==> src/rtl/cp0_exc_unit.sv <==
// MIPS-style CP0 exception/interrupt unit: SR, Cause, EPC, PRId and handler-entry request.
// Optional Count/Compare timer is built when CP0_EXC_UNIT_TIMER_EN is defined.
module cp0_exc_unit #(
    parameter int unsigned HW_IRQ_NUM = 6,
    parameter logic [31:0] PRID_VALUE = 32'h0000_0001
) (
    input  logic                  Clk,
    input  logic                  Reset,
    input  logic                  En,
    input  logic [4:0]            CP0Add,
    input  logic [31:0]           CP0In,
    output logic [31:0]           CP0Out,
    input  logic [31:0]           VPC,
    input  logic                  BDIn,
    input  logic [4:0]            ExcCodeIn,
    input  logic [HW_IRQ_NUM-1:0] HWInt,
    input  logic                  EXLClr,
    output logic [31:0]           EPCOut,
    output logic                  Req
);

    localparam logic [4:0] AddrCount   = 5'd9;
    localparam logic [4:0] AddrCompare = 5'd11;
    localparam logic [4:0] AddrSr      = 5'd12;
    localparam logic [4:0] AddrCause   = 5'd13;
    localparam logic [4:0] AddrEpc     = 5'd14;
    localparam logic [4:0] AddrPrid    = 5'd15;

    logic [5:0]  im_q, im_d;
    logic        exl_q, exl_d;
    logic        ie_q, ie_d;
    logic        bd_q, bd_d;
    logic [5:0]  ip_q, ip_d;
    logic [4:0]  exc_q, exc_d;
    logic [31:0] epc_q, epc_d;

    logic [5:0]  hw_pad;
    logic [5:0]  pend;
    logic [5:0]  ip_rd;
    logic        int_req, exc_req, req;
    logic [31:0] epc_victim;

    // Missing interrupt lines read as 0.
    always_comb begin
        hw_pad = '0;
        hw_pad[HW_IRQ_NUM-1:0] = HWInt;
    end

`ifdef CP0_EXC_UNIT_TIMER_EN
    logic [31:0] count_q, count_d;
    logic [31:0] compare_q, compare_d;
    logic        ti_q, ti_d;

    assign pend  = {hw_pad[5] | ti_q, hw_pad[4:0]};
    assign ip_rd = {ip_q[5] | ti_q, ip_q[4:0]};

    // Writes are dropped while entering the handler, so the increment still happens then.
    always_comb begin
        count_d   = count_q + 32'd1;
        compare_d = compare_q;
        ti_d      = ti_q;
        if (En && !req && CP0Add == AddrCount) begin
            count_d = CP0In;
        end
        if (En && !req && CP0Add == AddrCompare) begin
            compare_d = CP0In;
            ti_d      = 1'b0;
        end else if (count_q == compare_q) begin
            ti_d = 1'b1;
        end
    end

    always_ff @(posedge Clk or posedge Reset) begin
        if (Reset) begin
            count_q   <= '0;
            compare_q <= '0;
            ti_q      <= 1'b0;
        end else begin
            count_q   <= count_d;
            compare_q <= compare_d;
            ti_q      <= ti_d;
        end
    end
`else
    assign pend  = hw_pad;
    assign ip_rd = ip_q;
`endif

    assign int_req    = (|(pend & im_q)) & ie_q & ~exl_q;
    assign exc_req    = (ExcCodeIn != 5'd0) & ~exl_q;
    assign req        = (int_req | exc_req) & ~Reset;
    assign Req        = req;
    assign epc_victim = BDIn ? (VPC - 32'd4) : VPC;
    assign EPCOut     = epc_q;

    always_comb begin
        im_d  = im_q;
        exl_d = exl_q;
        ie_d  = ie_q;
        bd_d  = bd_q;
        ip_d  = hw_pad;
        exc_d = exc_q;
        epc_d = epc_q;
        if (req) begin
            exl_d = 1'b1;
            bd_d  = BDIn;
            epc_d = {epc_victim[31:2], 2'b00};
            exc_d = int_req ? 5'd0 : ExcCodeIn;
        end else begin
            if (EXLClr) begin
                exl_d = 1'b0;
            end
            if (En && CP0Add == AddrSr) begin
                im_d = CP0In[15:10];
                ie_d = CP0In[0];
                // eret wins over a simultaneous mtc0 to EXL.
                if (!EXLClr) begin
                    exl_d = CP0In[1];
                end
            end
            if (En && CP0Add == AddrEpc) begin
                epc_d = {CP0In[31:2], 2'b00};
            end
        end
    end

    always_ff @(posedge Clk or posedge Reset) begin
        if (Reset) begin
            im_q  <= '0;
            exl_q <= 1'b0;
            ie_q  <= 1'b0;
            bd_q  <= 1'b0;
            ip_q  <= '0;
            exc_q <= '0;
            epc_q <= '0;
        end else begin
            im_q  <= im_d;
            exl_q <= exl_d;
            ie_q  <= ie_d;
            bd_q  <= bd_d;
            ip_q  <= ip_d;
            exc_q <= exc_d;
            epc_q <= epc_d;
        end
    end

    always_comb begin
        CP0Out = 32'h0;
        case (CP0Add)
            AddrSr:    CP0Out = {16'h0, im_q, 8'h0, exl_q, ie_q};
            AddrCause: CP0Out = {bd_q, 15'h0, ip_rd, 3'b000, exc_q, 2'b00};
            AddrEpc:   CP0Out = epc_q;
            AddrPrid:  CP0Out = PRID_VALUE;
`ifdef CP0_EXC_UNIT_TIMER_EN
            AddrCount:   CP0Out = count_q;
            AddrCompare: CP0Out = compare_q;
`endif
            default:   CP0Out = 32'h0;
        endcase
    end

    logic unused_wdata;
    assign unused_wdata = ^{CP0In[31:16], CP0In[9:2], CP0In[1:0]};

endmodule

==> config.mk <==
export PLATFORM = sky130hd
export DESIGN_NAME = cp0_exc_unit
export DESIGN_NICKNAME = d
export VERILOG_FILES = /design/src/rtl/cp0_exc_unit.sv
export SDC_FILE = /design/constraint.sdc
export NUM_CORES = 1
export LEC_CHECK = 0
export ABC_AREA = 1
export CORE_MARGIN = 1.5
export CORE_UTILIZATION = 40
export DETAILED_ROUTE_END_ITERATION = 16
export MAX_ROUTING_LAYER = met4
export PLACE_DENSITY = 0.77
export SYNTH_ARGS = -nofsm -noshare
export SYNTH_HDL_FRONTEND = slang
export SYNTH_SLANG_ARGS = --single-unit
export TNS_END_PERCENT = 1
==> constraint.sdc <==
create_clock -name Clk -period 3.2 [get_ports Clk]
set_clock_uncertainty 0.15 [all_clocks]
set_input_delay 0.32 -clock Clk [delete_from_list [all_inputs] [get_ports Clk]]
set_output_delay 0.32 -clock Clk [all_outputs]
set_load 0.1 [all_outputs]
# Yosys cells after proc, flatten, opt, wreduce, memory -nomap -nowiden
# Index checks and enable logic that the tools add are counted.
[classes]
bitwise = 9
n_shift = 0
div = 0
muxes = 9
reduce_logical = 6
order_cmp = 0
eq_ne = 4
multipliers = 0
add_sub_neg = 1
[op_table]
columns = ["op", "count"]
rows = [
  ["$pmux W32 S4", 1],
  ["$mux W32", 3],
  ["$sub A32 B3 Y32 const B", 1],
  ["$eq A5 B4 Y1 const B", 4],
  ["$and A6 B6 Y6", 1],
  ["$reduce_or A6 Y1", 1],
  ["$mux W5", 1],
  ["$reduce_bool A5 Y1", 1],
  ["$and A1 B1 Y1", 4],
  ["$mux W1", 4],
  ["$not A1 Y1", 3],
  ["$logic_and A1 B1 Y1", 2],
  ["$reduce_and A2 Y1", 1],
  ["$reduce_bool A2 Y1", 1],
  ["$or A1 B1 Y1", 1],
]
[totals]
regBits = 52
elab_cells = 36
latchBits = 0
n_memories = 0
inputBits = 85
rom_bits = 0
ram_bits = 0

# Depth between registers and ports, before layout
[depth]
ltp_word = 8
ltp_mapped = 12
depth_no_buf = 12

# Least setup slack after synthesis
# Ideal clock, no wire load.
[synth_path]
path_type = "input port to output port"
from = "in CP0Add[3]"
to = "out CP0Out[2]"
stages = 4
required_ps = 2730
path_slack_ps = -39
arrival_ps = 2769
n_path_buf = 0
path_cell_list = "nand2_1 nor2_1 nand2_1 o21ai_0"
[synth_via]
elab_chain_cells = 2
[synth_rtl]
columns = ["element", "line_no", "text"]
rows = [
  ["start: declaration", "10", "input logic [4:0] CP0Add,"],
  ["$eq A5 B4 Y1", "149", "case (CP0Add)"],
  ["$pmux W32 S4 (*)", "149", ""],
  ["end: declaration", "12", "output logic [31:0] CP0Out,"],
]
# Mark *: on every way between the ends. The rest lies on a longest branch, timed or not.

# Worst setup path after layout
[layout_path]
from = "in HWInt[1]"
to = "out Req"
[layout_via]
elab_chain_cells = 6
[layout_rtl]
columns = ["element", "line_no", "text"]
rows = [
  ["start: declaration", "16", "input logic [HW_IRQ_NUM-1:0] HWInt,"],
  ["$and A6 B6 Y6", "89", "assign int_req = (|(pend & im_q)) & ie_q & ~exl_q;"],
  ["$reduce_or A6 Y1", "89", ""],
  ["$and A1 B1 Y1 (2 in a row)", "89", ""],
  ["$or A1 B1 Y1", "91", "assign req = (int_req | exc_req) & ~Reset;"],
  ["$and A1 B1 Y1", "91", ""],
  ["end: declaration", "19", "output logic Req"],
]
# No other way between the ends.

==> reports/results.tsv <==
metric	value	unit
CTS Root Cell	clkbuf_8	
Max clock buf depth	2	
Synth area leader	dfrtp_1	
Max-slew headroom	35.2	%
Skew-Pair Late Insertion Delay	320	ps
power per cell area	699	nW/um^2
Max IR drop VDD	0.524	mV
Worst R2R Path Depth	10	
top cells by area, synth	dfrtp_1, nand2_1, inv_1, nor2_1, nand3_1	
Startpoint Class	input pin	
post-CTS sizing	0	
Hold Crit Class	input pin to register	
Final period util	73.6	%
Pins Over Slew Limit	0	
IO buf count	145	
row count	34	
Worst Setup Slack, final	843	ps
dpl ws	730	ps
synth cell count leaders	nand2_1, inv_1, nor2_1, dfrtp_1, nand3_1	
Hold EP	ip_q[2]	
Mapped Cells	577	
Seq/Total Area, Yosys	33.9	%
Routed WL	11.5	mm
DP HPWL	9.09	mm
diode count	0	
post-route setup TNS	0	ps
reg2reg start	im_q[3]	
Async SR Flop Fraction	100	%
Mean Syn Cell Area	6.39	um^2
TritonCTS Buffers	5	
synth unique cells	37	
Top FF cell, synth	dfrtp_1	
R2R Path End	EPCOut[20]	
Area after DPL	5070	um^2
Iteration-0 DRC Markers	213	
vias in the first global route	3905	
count leader, synth	nand2_1	
Tot GR Track Use	24.7	%
Finished Cell Area	5180	um^2
Post-synth EDFFs	0	
YS warnings	0	
drt first pass iters	6	
Die ar.	9810	um^2
total I/O pin count	150	
WL per Instance	14.0	um
minimum clock period after layout	2360	ps
share of the synthesized area in the top cell type	33.9	%
r2r setup slk	1170	ps
count of final setup violators	0	
Die Ht	99.0	um
core area	8850	um^2
CP Data Arrival Time	1890	ps
Post-CTS Setup Repair Bufs	0	
drc violations	0	
CTS tree	built	
Nets	801	
initial antenna violation count	0	
via count	4078	
Synth Register Bits	50	
largest net degree at the start of global routing	52	
crit end category	primary output	
clk slew on worst S/H paths	100	ps
Setup CP Type	input pin to primary output	
synthesis-to-layout area growth	40.5	%
drt via density	4.95	
# hold bufs at CTS	0	
global-route wire length before repair	18.9	mm
remaining global-route overflow	0	
f_max	424	MHz
P_leak	2.61	nW
layout cell share with drive strength beyond 1	13.1	%
Max Cap Viol	0	
WP data required	2730	ps
status	complete, no violations	
critical path peak fanout	18	
RSZ-0062 raised after global routing	false	
HP Start	HWInt[2]	
Antenna Nets Post-Route	0	
initial core utilization	41.7	%
# H-tree levels	2	
hold depth	1	
Synth Cell Area	3690	um^2
routability cong.	0.977	
Pwr Total	3.62	mW
post-layout util	58.6	%
Die X	99.0	um
Fin. Hold Viols	0	
clk sinks	50	
Slew @ Worst Pin	969	ps
registers in the layout, summed over array words and instances (netlist names):
| signal | count |
|---|---|
| EPCOut | 30 |
| bd_q | 1 |
| exc_q | 5 |
| exl_q | 1 |
| ie_q | 1 |
| im_q | 6 |
| ip_q | 6 |
area by class of cell:
cell class	instances	area, um^2
fillers	863	3660
multi-input cells	421	1950
repair buffers	149	1400
flip-flops and latches	50	1250
inverters	88	339
well taps	108	135
clock buffers	5	68.8
clock inverters	3	43.8
worst max path at each step:
stage | to | cells after the start | slack (ps) | start
finish | Req | 8 | 840 | HWInt[1]
global route | CP0Out[10] | 8 | 700 | CP0Add[3]
CTS | Req | 8 | 830 | HWInt[1]
detailed placement | EPCOut[20] | 11 | 730 | HWInt[1]
global placement | EPCOut[20] | 11 | 740 | HWInt[1]
floorplan | CP0Out[2] | 4 | -40 | CP0Add[3]
worst max-delay path, cell delays in order:
cell and delay [ps]:
clkdlybuf4s50_1 480, nand2_1 60, nand2_1 70, inv_1 50, nand2_2 90, nand2_4 90, a21oi_4 470, buf_12 250
through the flow:
stage | hold WS (ps) | cells
global route | 313 | 824
detailed placement | 343 | 816
finish | 311 | 824
global placement | 345 | 816
CTS | 310 | 824
floorplan | 201 | 578
cell usage in the layout (no fill, tap or decap), drive strengths merged:
cell / synthesis / final
clkbuf: 3 / 5
xnor2: 2 / 2
o21ai: 56 / 56
clkdlybuf4s50: 0 / 91
nor2: 81 / 81
nor3: 1 / 1
nand3: 37 / 37
inv: 87 / 88
buf: 16 / 58
dfrtp: 50 / 50
a21oi: 3 / 3
o211ai: 1 / 1
bufinv: 0 / 1
o22ai: 3 / 3
xor2: 9 / 9
nand2: 212 / 212
a22o: 1 / 1
or2: 1 / 1
ha: 1 / 1
nand4: 6 / 6
o21bai: 4 / 4
clkinv: 1 / 2
mux2i: 1 / 1
conb: 1 / 2
metal layers:
metal,global-route usage (%),up-vias,part of all wire [%]
met2,41.2,166,48
met1,31.5,1862,44
met4,6.92,0,1.4
met5,-,-,0
met3,3.33,14,6.7
li1,-,2036,-
logic make-up after synthesis:
group                      after synthesis  synth area share, %
buffers and inverters                  107                 13.4
muxes                                    1                0.271
DFF                                     50                 33.9
other                                    1                0.102
adders and majority gates                1                0.339
xor gates and xnor gates                11                 2.61
and+or+nand+nor                        338                 38.9
AOI/OAI and AO/OA                       68                 10.5
power breakdown:
part           internal (mW)  total [mW]  switching (mW)
sequential             0.829       0.973           0.143
clock                  0.235       0.470           0.235
combinational          0.500        2.18            1.68
(Power assumes the default switching activity.)
